File: config.mk
export PLATFORM = sky130hd
export DESIGN_NAME = if_stage_pipe
export DESIGN_NICKNAME = d
export VERILOG_FILES = /design/src/rtl/if_stage_pipe.sv
export SDC_FILE = /design/constraint.sdc
export NUM_CORES = 1
export LEC_CHECK = 0
export BUFFER_PORTS_ARGS = -buffer_cell sky130_fd_sc_hd__buf_2
export CAP_MARGIN = 25
export CELL_PAD_IN_SITES_DETAIL_PLACEMENT = 1
export CELL_PAD_IN_SITES_GLOBAL_PLACEMENT = 1
export CORE_ASPECT_RATIO = 1.2
export CORE_MARGIN = 4
export CORE_UTILIZATION = 39
export CTS_BUF_LIST = sky130_fd_sc_hd__clkbuf_2
export DETAILED_ROUTE_END_ITERATION = 8
export HOLD_SLACK_MARGIN = 0.02
export PLACE_DENSITY = 0.93
export SLEW_MARGIN = 10
export SYNTH_ARGS = -nofsm -noshare
export SYNTH_HDL_FRONTEND = slang
export SYNTH_SLANG_ARGS = --single-unit
File: constraint.sdc
create_clock -name clk -period 4.7 [get_ports clk]
set_input_delay 0.235 -clock clk [delete_from_list [all_inputs] [get_ports clk]]
set_output_delay 0.235 -clock clk [all_outputs]
set_load 0.005 [all_outputs]
File: src/rtl/if_stage_pipe.sv
// Instruction-fetch stage with PC register and IF/ID pipeline register.
// Optional stall-cycle counter enabled by defining IF_STAGE_STALL_COUNTER_EN.
module if_stage_pipe #(
    parameter logic [31:0] RESET_PC = 32'h0040_0000
) (
    input  logic        clk,
    input  logic        reset,
    input  logic        PCWrite_i,
    input  logic        IF_ID_Write_i,
    input  logic        IF_Flush_i,
    input  logic [31:0] BranchTarget_i,
    input  logic [31:0] Instruction_i,
    output logic [31:0] PC_o,
    output logic [31:0] IF_ID_PC4_o,
    output logic [31:0] IF_ID_Instruction_o,
    output logic        IF_ID_Valid_o,
    output logic [15:0] StallCount_o
);

    logic [31:0] pc_p0;
    logic [31:0] pc4_p0;
    logic [31:0] instr_p1;
    logic [31:0] pc4_p1;
    logic        vld_p1;
    logic        flush_q;

    // A stall on either enable suppresses the flush; the flush is retried
    // naturally because the ID stage keeps asserting it.
    assign flush_q = IF_Flush_i & PCWrite_i & IF_ID_Write_i;
    assign pc4_p0  = pc_p0 + 32'd4;

    // ---- stage p0: fetch PC ----
    always_ff @(posedge clk) begin
        if (!reset) begin
            pc_p0 <= RESET_PC;
        end else if (flush_q) begin
            pc_p0 <= BranchTarget_i & 32'hFFFF_FFFC;
        end else if (PCWrite_i) begin
            pc_p0 <= pc4_p0;
        end
    end

    // ---- stage p1: IF/ID register ----
    always_ff @(posedge clk) begin
        if (!reset) begin
            instr_p1 <= 32'h0000_0000;
            pc4_p1   <= 32'h0000_0000;
            vld_p1   <= 1'b0;
        end else if (flush_q) begin
            instr_p1 <= 32'h0000_0000;
            pc4_p1   <= 32'h0000_0000;
            vld_p1   <= 1'b0;
        end else if (IF_ID_Write_i) begin
            instr_p1 <= Instruction_i;
            pc4_p1   <= pc4_p0;
            vld_p1   <= 1'b1;
        end
    end

    assign PC_o                = pc_p0;
    assign IF_ID_PC4_o         = pc4_p1;
    assign IF_ID_Instruction_o = instr_p1;
    assign IF_ID_Valid_o       = vld_p1;

`ifdef IF_STAGE_STALL_COUNTER_EN
    function automatic logic [15:0] sat_inc16(input logic [15:0] v);
        return (v == 16'hFFFF) ? v : v + 16'd1;
    endfunction

    logic [15:0] stall_cnt_p1;

    always_ff @(posedge clk) begin
        if (!reset) begin
            stall_cnt_p1 <= 16'h0000;
        end else if (!PCWrite_i) begin
            stall_cnt_p1 <= sat_inc16(stall_cnt_p1);
        end
    end

    assign StallCount_o = stall_cnt_p1;
`else
    assign StallCount_o = 16'h0000;
`endif

endmodule

# After elaboration in Yosys (flattened, before gate mapping)

Index checks and enable logic that the tools add are counted.

Bitwise operators: 3
$add $sub $neg: 1
Multiplexer cells: 2
Reduce and logical (&&, ||, !) cells: 2

Operators by type and width:

| operator              | count |
|---|---|
| $mux 32               | 2 |
| $add 32x3->32 const B | 1 |
| $and 1x1->1           | 2 |
| $reduce_bool 2->1     | 1 |
| $reduce_or 2->1       | 1 |
| $not 1->1             | 1 |

Output and inout port bits: 113
Input port bits: 69
Bits in registers: 97
Logic and storage cells: 13

# Depth between registers and ports, before layout

Depth in word-level cells: 3
Gate-level depth with buffers: 8
Gate-level depth less buffers: 6

# Worst setup path after synthesis

OpenSTA, ideal clock, no wires.

Path kind: register to register
Start: reg pc_p0[2], in the netlist PC_o[2]
End: reg pc4_p1[22], in the netlist IF_ID_PC4_o[22]
Slack: 2.762 ns
Setup time: 0.086 ns
Stages on the path, launching flop included: 8
Data required time: 4.614 ns
Arrival: 1.853 ns
Period minus slack after synthesis: 1.938 ns
Cell sequence: dfxtp_1 -> ha_1 -> nand4_1 -> nor4_2 -> buf_4 -> nand2_1 -> xor2_1 -> a211oi_1

Longest elaborated chain between the ends: 1

Ends and longest elaborated chain:

| what                   | RTL line | text |
|---|---|---|
| start, declared        | 20       | `logic [31:0] pc_p0;` |
| start signal, assigned | 37       | `pc_p0 <= BranchTarget_i & 32'hFFFF_FFFC;` |
| start signal, assigned | 39       | `pc_p0 <= pc4_p0;` |
| $add 32x3->32          | 30       | `assign pc4_p0 = pc_p0 + 32'd4;` |
| end signal, assigned   | 55       | `pc4_p1 <= pc4_p0;` |
| end, declared          | 23       | `logic [31:0] pc4_p1;` |

No other way between the ends.
A chain may end at the register's enable or synchronous reset.

# Final worst setup path

Start: reg pc_p0[2], in the netlist PC_o[2]
End: reg pc_p0[28], in the netlist PC_o[28]

Longest elaborated chain between the ends: 3

Ends and longest elaborated chain:

| what          | RTL line | text |
|---|---|---|
| $add 32x3->32 | 30       |  |
| $mux 32       | 38       | `end else if (PCWrite_i) begin` |
| $mux 32       | 36       | `end else if (flush_q) begin` |

No other way between the ends. The select of a mux whose other input is x is not followed.

==> impl_results.md <==
* Status: complete, no violations
* WS Path Type: flop to flop
* Nets at 791
* Data required time of the worst path at about 5.2 ns
* R2R Path End: PC_o[28]$_SDFFE_PN0P_
* Largest area contributor in the netlist: dfxtp_1
* Hold crit path type: primary input to flop
* Clock insertion delay at the later pin of the skew report at around 0.63 ns
* Synth top area share at 0.407
* Multi-input logic area at about 2400 µm²
* Root Driver: clkbuf_2
* Iteration count of the initial detailed-routing pass at 5
* Synth warnings at 0
* Initial drt markers at ~420
* Avg Cell Area, Syn at approximately 8.5 µm²
* Setup slack, reg-to-reg at roughly 1.8 ns
* R2r startpoint: PC_o[2]$_SDFFE_PN0P_
* Sequential share of the synthesized area at 0.407
* Fmax at 344 MHz
* Power Dens Cells at 272 nW/µm²
* LEAKAGE at about 2.8 nW
* Ranking of synthesized cells by area: dfxtp_1 41%, mux2i_1 8.5%, nor2_1 5.7%
* Clock buffer depth at 2
* Initial Utilization at 0.397
* Worst reg2reg path depth at 7
* Die W at 107 µm
* Slew HR at 0.399
* Wire per inst at approximately 22 µm
* Async set-reset flop share out of synthesis at 0
* Total number of vias at 4992
* Top-count cell post-synth: dfxtp_1
* First-pass GRT wire length at 28.5 mm
* WHS Endpoint: PC_o[27]$_SDFFE_PN0P_
* Post-synth EDFFs at 0
* I/O pin cnt at 182
* Critical-path maximum fanout at 8
* Die ar. at between 10000 and 15000 µm²
* Arrival @ worst endpoint at around 3.4 ns
* Top cell types by occurrence after synthesis: 93 x dfxtp_1, 69 x nor2_1, 41 x nand2_1
* Synth Flop Type: dfxtp_1
* Period Utilization, post-route at 0.619
* Largest net degree at the start of global routing at 94
* Initial antenna violation count at 1
* Max VDD drop at 0.000148 V
* Row cnt at 43
* Drt total wl at around 20 mm
* Max Slew Vio Count at 0
* Total clock buffers created by CTS at 9
* Vias/cell at about 5.6
* Post-Layout Cell Count at slightly below 900
* Max Cap Viol at 0
* # port buffers at roughly 160
* Synth-to-Final Area Change at 32.1%
* Total GRT Usage at 0.268
* Post-CTS setup buffers at 0
* Mapped Cells at 539
* TritonCTS clock tree: done
* Layout cells sized above 1 at 0.264
* Final Wtd Congestion at between 0.8 and 0.9
* Min-delay src: BranchTarget_i[27]
* Inst Count DP at between 800 and 900
* Final setup vio count at 0
* Synth Register Bits at a little over 90
* Core Box Area at ~12000 µm²
* Synth cell types at 50
* Tightest Pin Transition at between 0.9 and 1 ns
* Post-route ant nets at 0
* Dpl hpwl at between 10 and 15 mm
* Clk pin slew, worst setup/hold paths at roughly 0.27 ns
* Via count of the first global-routing pass at 5000
* Register area at ~1900 µm²
* Clk_skew at ~0.056 ns
* Global route overflow at 0
* CP Launch Type: flop
* Mapped Area at roughly 4600 µm²
* Hold depth at 4
* H-Tree Level Count at 3
* CTS sink cnt at slightly above 90
* Final Hold Fails at 0
* DRC viols at 0
* Period minus WS final at 2.91 ns
* Worst Setup End Kind: flop
* RSZ-0062 raised after global routing: false
* Fillers at approximately 1400
* Setup Total Neg Slack at 0 ns
* Die H at approximately 130 µm
## worst max path at each step
stage | from | end | slack (ns) | depth (start not counted)
finish | PC_o[2]$_SDFFE_PN0P_ | PC_o[28]$_SDFFE_PN0P_ | 1.79 | 7
global route | PC_o[2]$_SDFFE_PN0P_ | PC_o[28]$_SDFFE_PN0P_ | 1.59 | 7
CTS | PC_o[2]$_SDFFE_PN0P_ | PC_o[28]$_SDFFE_PN0P_ | 1.84 | 7
detailed placement | IF_ID_Write_i | PC_o[23]$_SDFFE_PN0P_ | 1.69 | 5
global placement | PC_o[2]$_SDFFE_PN0P_ | PC_o[28]$_SDFFE_PN0P_ | 1.74 | 6
floorplan | PC_o[2]$_SDFFE_PN0P_ | IF_ID_PC4_o[22]$_SDFFE_PP0P_ | 2.76 | 7
## critical path, stage by stage, from the launching register on
cell	delay, ns
dfxtp_1	0.60
ha_1	0.31
nand4_1	0.37
nor4_2	0.74
buf_4	0.28
nand2_1	0.10
o2bb2a_1	0.32
o21ai_0	0.13
## layout make-up
cell class / count / share of cell area
diodes: 1 / 0.000414
clock buffers: 9 / 0.00746
well taps: 157 / 0.0325
clock inverters: 7 / 0.0135
repair buffers: 217 / 0.232
multi-input cells: 395 / 0.403
flip-flops and latches: 93 / 0.308
inverters: 5 / 0.00311
## power breakdown
| group | switching [mW] | internal (mW) | total [mW] | leakage, nW |
|---|---|---|---|---|
| logic | 0.162 | 0.138 | 0.300 | 1.93 |
| clock network | 0.329 | 0.133 | 0.462 | 0.0788 |
| registers | 0.0467 | 0.836 | 0.883 | 0.763 |
## timing repair
action / in CTS / in global routing
endpoints found under the hold margin: 50 / 1
resized for setup: 0 / 0
hold buffers: 50 / 1
## routing by layer
metal,up-vias,global-route usage,part of all wire
met1,2427,0.312,0.39
met4,2,0.0971,0.030
li1,2220,-,-
met2,289,0.472,0.50
met5,-,0,0.0010
met3,54,0.0712,0.084
## flip-flops by register name (all words and copies together) (netlist names)
signal / flops
IF_ID_PC4_o: 30
IF_ID_Valid_o: 1
PC_o: 30
IF_ID_Instruction_o: 32
## cell usage in the layout, fill, tap and decap left out, drive strengths merged, types with 20 or more instances in the layout
cell,netlist,routed
a21oi,25,25
buf,27,166
conb,1,20
dfxtp,93,93
dlygate4sd3,0,51
mux2i,39,39
nand2,41,41
nand3,20,20
nor2,69,69
o21ai,39,39
## logic make-up (layout without fill, tap and decap cells)
family	Yosys count	in the layout	synth area share
compound gates	126	126	0.180
xor+xnor	27	27	0.0517
fa+ha+maj	1	1	0.00274
buf+inv	70	238	0.0764
flops	93	93	0.407
mux	39	39	0.0854
other cells	1	21	0.000820
simple gates	182	182	0.196
## stage by stage
| stage | hold slack [ns] | cell area, µm² | setup slack [ns] | util | power [mW] |
|---|---|---|---|---|---|
| after global routing | 0.0283 | 6040 | 1.59 | 0.524 | 1.71 |
| after detailed placement | 0.478 | 5340 | 1.69 | 0.464 | 1.13 |
| after floorplan | 0.382 | 4640 | 2.76 | - | 1.03 |
| after global placement | 0.455 | 5330 | 1.74 | 0.463 | 1.11 |
| final | 0.0467 | 6040 | 1.79 | 0.525 | 1.64 |
| after CTS | 0.0289 | 5970 | 1.84 | 0.518 | 1.59 |
No activity file was read; power rests on OpenSTA's default activity.
